$ cat src/rtl/smm_board_pkg.sv
// Shared types and constants for the SMM1 board controller.
// Latency: n/a (types and constants only).
// Backpressure: n/a.
package smm_board_pkg;

  // Controller states.
  typedef enum logic [1:0] {
    IDLE = 2'd0,
    LOAD = 2'd1,
    WAIT = 2'd2
  } state_t;

  // LED display mode encodings.
  localparam logic [1:0] MODE_THRESH = 2'b00;
  localparam logic [1:0] MODE_LO     = 2'b01;
  localparam logic [1:0] MODE_HI     = 2'b10;
  localparam logic [1:0] MODE_STATUS = 2'b11;

  // Default result geometry of the SMM1 multiplier.
  localparam int DEFAULT_DATAWIDTH = 32;
  localparam int DEFAULT_NUM_ELEM  = 16;

endpackage

$ cat src/rtl/btn_debounce.sv
// Button conditioner: 2-flop synchroniser, stable-level debounce, rising-edge detect.
// Latency: level follows btn_raw 2 + DEBOUNCE_CYCLES cycles after it settles; rise_pulse 1 cycle after.
// Backpressure: none; rise_pulse is a one-cycle event that the consumer must take or lose.
// Ports: clk, rst_n (sync, active-low), btn_raw (async input), level (debounced), rise_pulse.
module btn_debounce #(
  parameter int DEBOUNCE_CYCLES = 1000000
) (
  input  logic clk,
  input  logic rst_n,
  input  logic btn_raw,
  output logic level,
  output logic rise_pulse
);

  localparam int CW = (DEBOUNCE_CYCLES > 1) ? $clog2(DEBOUNCE_CYCLES) : 1;
  localparam logic [CW-1:0] CNT_LAST = CW'(DEBOUNCE_CYCLES - 1);

  logic          sync_1;
  logic          sync_2;
  logic          level_d;
  logic [CW-1:0] cnt;

  always_ff @(posedge clk) begin
    if (!rst_n) begin
      sync_1  <= 1'b0;
      sync_2  <= 1'b0;
      level   <= 1'b0;
      level_d <= 1'b0;
      cnt     <= '0;
    end else begin
      sync_1  <= btn_raw;
      sync_2  <= sync_1;
      level_d <= level;
      // Count consecutive samples that disagree with the accepted level;
      // any agreeing sample (a bounce back) restarts the count.
      if (sync_2 == level) begin
        cnt <= '0;
      end else if (cnt == CNT_LAST) begin
        cnt   <= '0;
        level <= sync_2;
      end else begin
        cnt <= cnt + 1'b1;
      end
    end
  end

  assign rise_pulse = level & ~level_d;

endmodule

$ cat src/rtl/smm_result_monitor.sv
// Board controller: debounced start -> load pulse -> wait for c_valid (with timeout) -> capture -> LEDs.
// Latency: load/busy 1 cycle after the debounced rise; led registered, 1 cycle after any input change.
// Backpressure: none; starts outside IDLE are dropped and c_valid outside WAIT is ignored.
// Ports: clk, rst_n (sync, active-low), btn_start, mode, elem_idx, thr_load, thr_value,
//        C_in, c_valid (inputs); load, busy, timeout, result_valid, led (outputs).
module smm_result_monitor
  import smm_board_pkg::*;
#(
  parameter int          DATAWIDTH         = DEFAULT_DATAWIDTH,
  parameter int          NUM_ELEM          = DEFAULT_NUM_ELEM,
  parameter int          LED_WIDTH         = 16,
  parameter int          DEBOUNCE_CYCLES   = 1000000,
  parameter int          TIMEOUT_CYCLES    = 64,
  parameter int unsigned THRESHOLD_DEFAULT = 250
) (
  input  logic                          clk,
  input  logic                          rst_n,
  input  logic                          btn_start,
  input  logic [1:0]                    mode,
  input  logic [$clog2(NUM_ELEM)-1:0]   elem_idx,
  input  logic                          thr_load,
  input  logic [DATAWIDTH-1:0]          thr_value,
  input  logic [DATAWIDTH*NUM_ELEM-1:0] C_in,
  input  logic                          c_valid,
  output logic                          load,
  output logic                          busy,
  output logic                          timeout,
  output logic                          result_valid,
  output logic [LED_WIDTH-1:0]          led
);

  localparam int IW   = $clog2(NUM_ELEM);
  localparam int NSEL = 2 ** IW;
  localparam int NTHR = (NUM_ELEM < LED_WIDTH) ? NUM_ELEM : LED_WIDTH;
  localparam int WCW  = (TIMEOUT_CYCLES > 1) ? $clog2(TIMEOUT_CYCLES) : 1;
  localparam logic [WCW-1:0] WAIT_LAST = WCW'(TIMEOUT_CYCLES - 1);

  logic                          start_req;
  logic                          btn_level;
  state_t                        state;
  state_t                        state_nxt;
  logic [WCW-1:0]                wait_cnt;
  logic [DATAWIDTH*NUM_ELEM-1:0] result_q;
  logic [DATAWIDTH-1:0]          thr_q;
  logic [DATAWIDTH-1:0]          elem_tab [NSEL];
  logic [DATAWIDTH-1:0]          elem_sel;
  logic [LED_WIDTH-1:0]          sel_lo;
  logic [LED_WIDTH-1:0]          sel_hi;
  logic [LED_WIDTH-1:0]          led_nxt;

  btn_debounce #(
    .DEBOUNCE_CYCLES(DEBOUNCE_CYCLES)
  ) u_btn (
    .clk       (clk),
    .rst_n     (rst_n),
    .btn_raw   (btn_start),
    .level     (btn_level),
    .rise_pulse(start_req)
  );

  // ---------------- FSM: state register ----------------
  always_ff @(posedge clk) begin
    if (!rst_n) begin
      state <= IDLE;
    end else begin
      state <= state_nxt;
    end
  end

  // ---------------- FSM: next state ----------------
  // c_valid is checked before the timeout so a result arriving on the
  // final wait cycle is still captured.
  always_comb begin
    state_nxt = state;
    case (state)
      IDLE:    if (start_req) state_nxt = LOAD;
      LOAD:    state_nxt = WAIT;
      WAIT:    if (c_valid || (wait_cnt == WAIT_LAST)) state_nxt = IDLE;
      default: state_nxt = IDLE;
    endcase
  end

  // ---------------- FSM: outputs ----------------
  always_comb begin
    load = (state == LOAD);
    busy = (state == LOAD) || (state == WAIT);
  end

  // ---------------- Run datapath ----------------
  always_ff @(posedge clk) begin
    if (!rst_n) begin
      wait_cnt     <= '0;
      timeout      <= 1'b0;
      result_valid <= 1'b0;
      result_q     <= '0;
    end else begin
      case (state)
        IDLE: if (start_req) timeout <= 1'b0;
        LOAD: wait_cnt <= '0;
        WAIT: begin
          if (c_valid) begin
            result_q     <= C_in;
            result_valid <= 1'b1;
          end else if (wait_cnt == WAIT_LAST) begin
            timeout <= 1'b1;
          end else begin
            wait_cnt <= wait_cnt + 1'b1;
          end
        end
        default: ;
      endcase
    end
  end

  // ---------------- Threshold register ----------------
  always_ff @(posedge clk) begin
    if (!rst_n) begin
      thr_q <= DATAWIDTH'(THRESHOLD_DEFAULT);
    end else if (thr_load) begin
      thr_q <= thr_value;
    end
  end

  // ---------------- Element selection ----------------
  // Table padded to a power of two so any elem_idx value is a legal index;
  // the padding entries read as zero.
  for (genvar g = 0; g < NSEL; g++) begin : g_tab
    if (g < NUM_ELEM) begin : g_real
      assign elem_tab[g] = result_q[g*DATAWIDTH +: DATAWIDTH];
    end else begin : g_pad
      assign elem_tab[g] = '0;
    end
  end

  assign elem_sel = elem_tab[elem_idx];

  if (DATAWIDTH >= LED_WIDTH) begin : g_wide
    assign sel_lo = elem_sel[LED_WIDTH-1:0];
    assign sel_hi = elem_sel[DATAWIDTH-1 -: LED_WIDTH];
  end else begin : g_narrow
    assign sel_lo = LED_WIDTH'(elem_sel);
    assign sel_hi = LED_WIDTH'(elem_sel);
  end

  // ---------------- LED drive ----------------
  always_comb begin
    led_nxt = '0;
    case (mode)
      MODE_THRESH: begin
        for (int i = 0; i < NTHR; i++) begin
          led_nxt[i] = (result_q[i*DATAWIDTH +: DATAWIDTH] > thr_q);
        end
      end
      MODE_LO: led_nxt = sel_lo;
      MODE_HI: led_nxt = sel_hi;
      default: begin
        led_nxt[0] = busy;
        led_nxt[1] = timeout;
        led_nxt[2] = result_valid;
      end
    endcase
  end

  always_ff @(posedge clk) begin
    if (!rst_n) begin
      led <= '0;
    end else begin
      led <= led_nxt;
    end
  end

endmodule

$ cat config.mk
export PLATFORM = sky130hd
export DESIGN_NAME = smm_result_monitor
export DESIGN_NICKNAME = d
export VERILOG_FILES = /design/src/rtl/smm_board_pkg.sv /design/src/rtl/btn_debounce.sv /design/src/rtl/smm_result_monitor.sv
export SDC_FILE = /design/constraint.sdc
export NUM_CORES = 2
export LEC_CHECK = 0
export CAP_MARGIN = 30
export CORE_MARGIN = 4
export CORE_UTILIZATION = 55
export DETAILED_ROUTE_END_ITERATION = 6
export DONT_BUFFER_PORTS = 1
export PLACE_DENSITY = 0.73
export SLEW_MARGIN = 20
export SYNTH_ARGS = -nofsm -noshare
export SYNTH_HDL_FRONTEND = slang
export SYNTH_SLANG_ARGS = --single-unit
$ cat constraint.sdc
create_clock -name clk -period 2.3 [get_ports clk]
set_input_delay 0.115 -clock clk [delete_from_list [all_inputs] [get_ports clk]]
set_output_delay 0.115 -clock clk [all_outputs]
set_load 0.1 [all_outputs]
# == After elaboration in Yosys (flattened, before gate mapping) ==
# Index checks and enable logic that the tools add are counted.
# word_totals
elab_cells,75
ff_bits,594
in_bits,555
output_inout_bits,20
# classes
n_mux,15
n_reduce_logical,12
addsub,2
n_bitwise,5
n_eq_ne,12
magnitude_cmp,17
# op_table
operator,count
32-bit greater-than comparator,16
32-bit binary-select mux with 4-bit select,1
32-bit 2-to-1 mux,2
13-bit case mux with 3 select lines,1
20-bit by 1-bit adder with 20-bit output (second input constant),1
20-bit == test (second input constant),1
6-bit 2-to-1 mux,2
6-bit case mux with 2 select lines,1
3-bit case mux with 3 select lines,1
2-bit != test (second input constant),4
6-bit by 1-bit adder with 6-bit output (second input constant),1
6-bit == test (second input constant),1
2-bit case mux with 3 select lines,1
2-bit AND reduction,3
5-bit >= comparator (second input constant),1
4-bit inverter with 5-bit output,1
2-bit by 1-bit == test with 1-bit output (second input constant),2
2-bit == test (second input constant),2
2-bit logical NOT,2
2-bit 2-to-1 mux,2
4-bit AND reduction,1
2-bit nonzero test,2
1-bit 2-to-1 mux,3
1-bit inverter,3
7 further kinds,8

# == Longest topological paths before layout ==
# logic_depth
ltp_word,5
ltp_mapped,10
depth_no_buf,8

# == Modules after synthesis ==
# A second synthesis with hierarchy kept.
# hier_totals
cells_unflattened,4269
hier_area_um2,37155.6
# modules_own_cells
module,instances,cells_each,seq_area_each_um2,area_each_um2
smm_result_monitor,1,4156,11410.9,36070.8
btn_debounce,1,113,480.5,1084.8

# == Worst setup path after synthesis ==
# Ideal clock, no wire load.
# synth_timing
kind,flip-flop to flip-flop
startpoint,register thr_q[29]
endpoint,register led[13]
setup_time_ns,0.128
path_stages_with_launch,9
slack_ns,0.009
arrival_time_ns,2.163
path_cell_list,dfxtp_1 > inv_1 > ha_1 > and4_1 > nand2_1 > or4b_2 > nor3_1 > a21o_1 > o211ai_1
# synth_between
elab_chain_len,2
# synth_rtl
item,line,text
"start, declared",smm_result_monitor.sv:44,logic [DATAWIDTH-1:0] thr_q;
"start signal, assigned",smm_result_monitor.sv:118,thr_q <= DATAWIDTH'(THRESHOLD_DEFAULT);
"start signal, assigned",smm_result_monitor.sv:120,thr_q <= thr_value;
32-bit greater-than comparator,smm_result_monitor.sv:151,led_nxt[i] = (result_q[i*DATAWIDTH +: DATAWIDTH] > thr_q);
13-bit case mux with 3 select lines,smm_result_monitor.sv:148,case (mode)
"end signal, assigned",smm_result_monitor.sv:168,led <= led_nxt;
"end, declared",smm_result_monitor.sv:29,output logic [LED_WIDTH-1:0] led
# No other way between the ends.
# A chain may end at the register's enable or synchronous reset.

# == Worst setup path in the final report ==
# layout_timing
startpoint,register thr_q[31]
endpoint,register led[7]
# The elaborated chain is that of the path after synthesis.

==> results.yml <==
cts:
  cts.path.max_buffers: 3
  clk_pin_slew_worst_paths_ns: 0.06
  numClockSinks: 594
  h-tree-depth: 3
  cts_tree: "built"
  root_buffer: "clkbuf_16"
  worstSkewPairLatency_ns: 0.62
  cts_buffers: 68
min_path:
  hold_start: "thr_load"
  min_to: "thr_q[11]$_SDFFE_PN0P_"
  hold_class: "in -> reg"
  holdPathStages: 3
setup_path:
  critPathMaxFanout: 8
  r2r_setup_slack_ns: -0.11
  worstPathRequired_ns: 2.80
  critical_path_class: "reg -> reg"
  cp-end-kind: "flop"
  worstReg2RegStart: "thr_q[31]$_SDFFE_PN0P_"
  rr_worst_depth: 9
  cp.arrival_ns: 2.91
  r2r_end: "led[7]$_SDFF_PN0_"
  start_kind: "flop"
timing:
  rsz0062_at_grt: "true"
  fmax_ghz: 0.414
  slew_violations: 0
  period_share_pct: 105
  report.final.setup_viol: 11
  tns_ns: -0.900
  slew_headroom_pct: 45.0
  hold_viol_final: 0
  setup_ws_ns: -0.113
  max_slew.worst_pin.slew_ns: 0.825
  timing.final.crit_period_ns: 2.41
  skew_ns: 0.0329
logic_synthesis:
  synth_flop_cell: "dfxtp_1"
  synthCells: 4259
  yosysUniqueCellTypes: 52
  ys_async_sr_fraction_pct: 0
  seq_area_frac_synth_pct: 33.0
  syn_avg_cell_area_um2: 8.47
  syn_nets: 5331
  yosys_warnings: 0
  synth_edf_count: 0
  synth_area_um2: 36100
  synth_seq_cells: 594
grt:
  grt_pass1_wl_um: 224000
  overflow: 0
  grt_max_degree: 166
  grt_use_total_pct: 41.7
  grt_pass1_vias: 37100
  antenna_found_initial: 13
power:
  p_leak_nw: 19.4
  p_per_area_nw_per_um2: 546
  ir_drop_mv: 0.621
  totalPowerFinal_mw: 26.1
final_layout:
  stdcell_count: 5899
  area_growth_pct: 32.5
  postLayoutCoreUtil_pct: 73.8
  drive_gt1_share_pct: 12.6
  nets: 6055
  fillers: 4374
status:
  violations: "DRC, setup timing"
  status: "complete, but fails checks"
detailed_routing:
  final_antenna_net_count: 0
  drt_iter0_drc: 5116
  drc: 18
  dr.pass1.iters: 7
  vias: 37900
  wl_um: 153000
  wl_per_cell_um: 26.0
  via_per_inst: 6.43
place:
  gp_congestion: 1.01
  pre_cts_ws_ns: -0.345
  port_buffers: 0
  dpl.cell_count: 5150
  place_hpwl_um: 103000
floorplan:
  die_x_um: 264
  std_cell_rows: 93
  ioPinCount: 575
  die_area_um2: 69700
  core_um2: 64700
  die_h_um: 264
  initial_core_util_pct: 55.7
flow_run:
  drv_cap: 0
## flip-flops by register name (all words and copies together) (netlist names), 2 cells and up
register,cells
state,2
thr_q,32
led,16
result_q,512
wait_cnt,6
u_btn.cnt,20
## timing repair
item / in CTS / in global routing
pin swaps: 9 / 33
setup endpoints to repair: 15 / 20
gates cloned: 0 / 1
hold buffers: 589 / 0
endpoints found under the hold margin: 563 / 0
buffers inserted: 4 / 23
gates resized for setup: 52 / 81
## routing by layer
layer / vias up / share of wire (%) / track usage [%]
met5: - / 0.076 / 0
met4: 14 / 6.7 / 22.9
met3: 633 / 12 / 9.31
met2: 2762 / 44 / 63.9
met1: 17800 / 38 / 54.9
li1: 16700 / - / -
## critical path, stage by stage, from the launching register on
cell,delay (ns)
dfxtp_2,0.36
clkinvlp_4,0.20
buf_6,0.21
ha_1,0.31
and4_1,0.25
nand2_1,0.14
nor2_4,0.19
a31oi_1,0.12
and2_0,0.18
a311o_1,0.32
## cell families (layout without fill, tap and decap cells)
group	Yosys count	count (layout)	share of synthesized area, %
AO/OA/AOI/OAI	1035	1035	15.9
XOR/XNOR	21	21	0.510
adder cells (fa/ha/maj)	517	517	17.9
buffers and inverters	304	1081	3.50
flip-flops	594	594	33.0
multiplexers	226	226	11.1
other	0	8	0
AND/OR/NAND/NOR	1562	1562	18.0
## synth_stat cells, drive strengths merged, types with 27 or more instances
master	number	area [um2]
nor2	148	556
ha	517	6470
a21o	70	526
mux4	136	3110
nand2	1175	4410
mux2i	86	861
clkbuf	171	646
nand3	27	135
nand4	68	425
o21ai	104	521
nor3	39	195
inv	72	270
buf	61	348
and4	38	333
o211ai	27	203
dfxtp	594	11900
a21oi	733	3670
## cell usage in the layout, fill, tap and decap left out, types with 7 or more instances in the layout
| cell | n |
|---|---|
| nand3_1 | 27 |
| clkbuf_1 | 11 |
| clkinv_2 | 8 |
| a311o_1 | 7 |
| inv_2 | 9 |
| clkinvlp_4 | 12 |
| ha_1 | 508 |
| o21ai_2 | 7 |
| xor2_1 | 15 |
| ha_4 | 9 |
| a31oi_1 | 12 |
| buf_12 | 47 |
| nor2_1 | 142 |
| and4_1 | 33 |
| o211ai_1 | 27 |
| a21o_1 | 70 |
| dfxtp_2 | 7 |
| clkbuf_8 | 14 |
| o21ai_1 | 10 |
| a21oi_1 | 733 |
| nor2b_1 | 25 |
| o21ai_0 | 87 |
| a211oi_1 | 20 |
| dfxtp_1 | 587 |
| clkbuf_16 | 71 |
| nand4_1 | 68 |
| inv_1 | 54 |
| buf_6 | 8 |
| buf_4 | 237 |
| a221oi_2 | 10 |
| mux4_1 | 12 |
| dlygate4sd3_1 | 588 |
| mux4_2 | 124 |
| o22ai_1 | 7 |
| nor3_1 | 31 |
| mux2i_1 | 86 |
| nor4_1 | 8 |
| and3_1 | 10 |
| diode_2 | 8 |
| nand2_1 | 1170 |
## layout make-up
| type | count | area (um2) | area share [%] |
|---|---|---|---|
| multi-input combinational | 3361 | 23400 | 48.9 |
| sequential | 594 | 11900 | 24.9 |
| timing repair buffer | 886 | 8790 | 18.4 |
| clock buffer | 95 | 1990 | 4.16 |
| tap | 855 | 1070 | 2.24 |
| clock inverter | 28 | 323 | 0.676 |
| inverter | 72 | 307 | 0.642 |
| antenna | 8 | 20.0 | 0.0419 |
## power by group
part	leakage (nW)	total, mW	internal (mW)	switching, mW
logic	13.5	4.01	1.90	2.11
clock network	1.13	11.4	6.64	4.77
registers	4.80	10.6	10.4	0.189
total	19.4	26.1	19.0	7.07
## worst max path at each step
stage                           startpoint            endpoint  slack [ns]
detailed placement   thr_q[5]$_SDFFE_PN1P_   led[3]$_SDFF_PN0_       -0.35
finish              thr_q[31]$_SDFFE_PN0P_   led[7]$_SDFF_PN0_       -0.11
global route        thr_q[31]$_SDFFE_PN0P_  led[11]$_SDFF_PN0_       -0.16
global placement     thr_q[5]$_SDFFE_PN1P_   led[3]$_SDFF_PN0_       -0.33
floorplan           thr_q[29]$_SDFFE_PN0P_  led[13]$_SDFF_PN0_       0.009
CTS                 thr_q[31]$_SDFFE_PN0P_  led[13]$_SDFF_PN0_       -0.14
## stage by stage
stage          area (um2)  hold WS (ns)
3_3_place_gp        38700         0.247
5_1_grt             47800        0.0222
6_report            47800       0.00248
4_1_cts             47200       0.00504
3_5_place_dp        38700         0.252
2_1_floorplan       36100         0.242
Power figures use the tool's default switching activity.
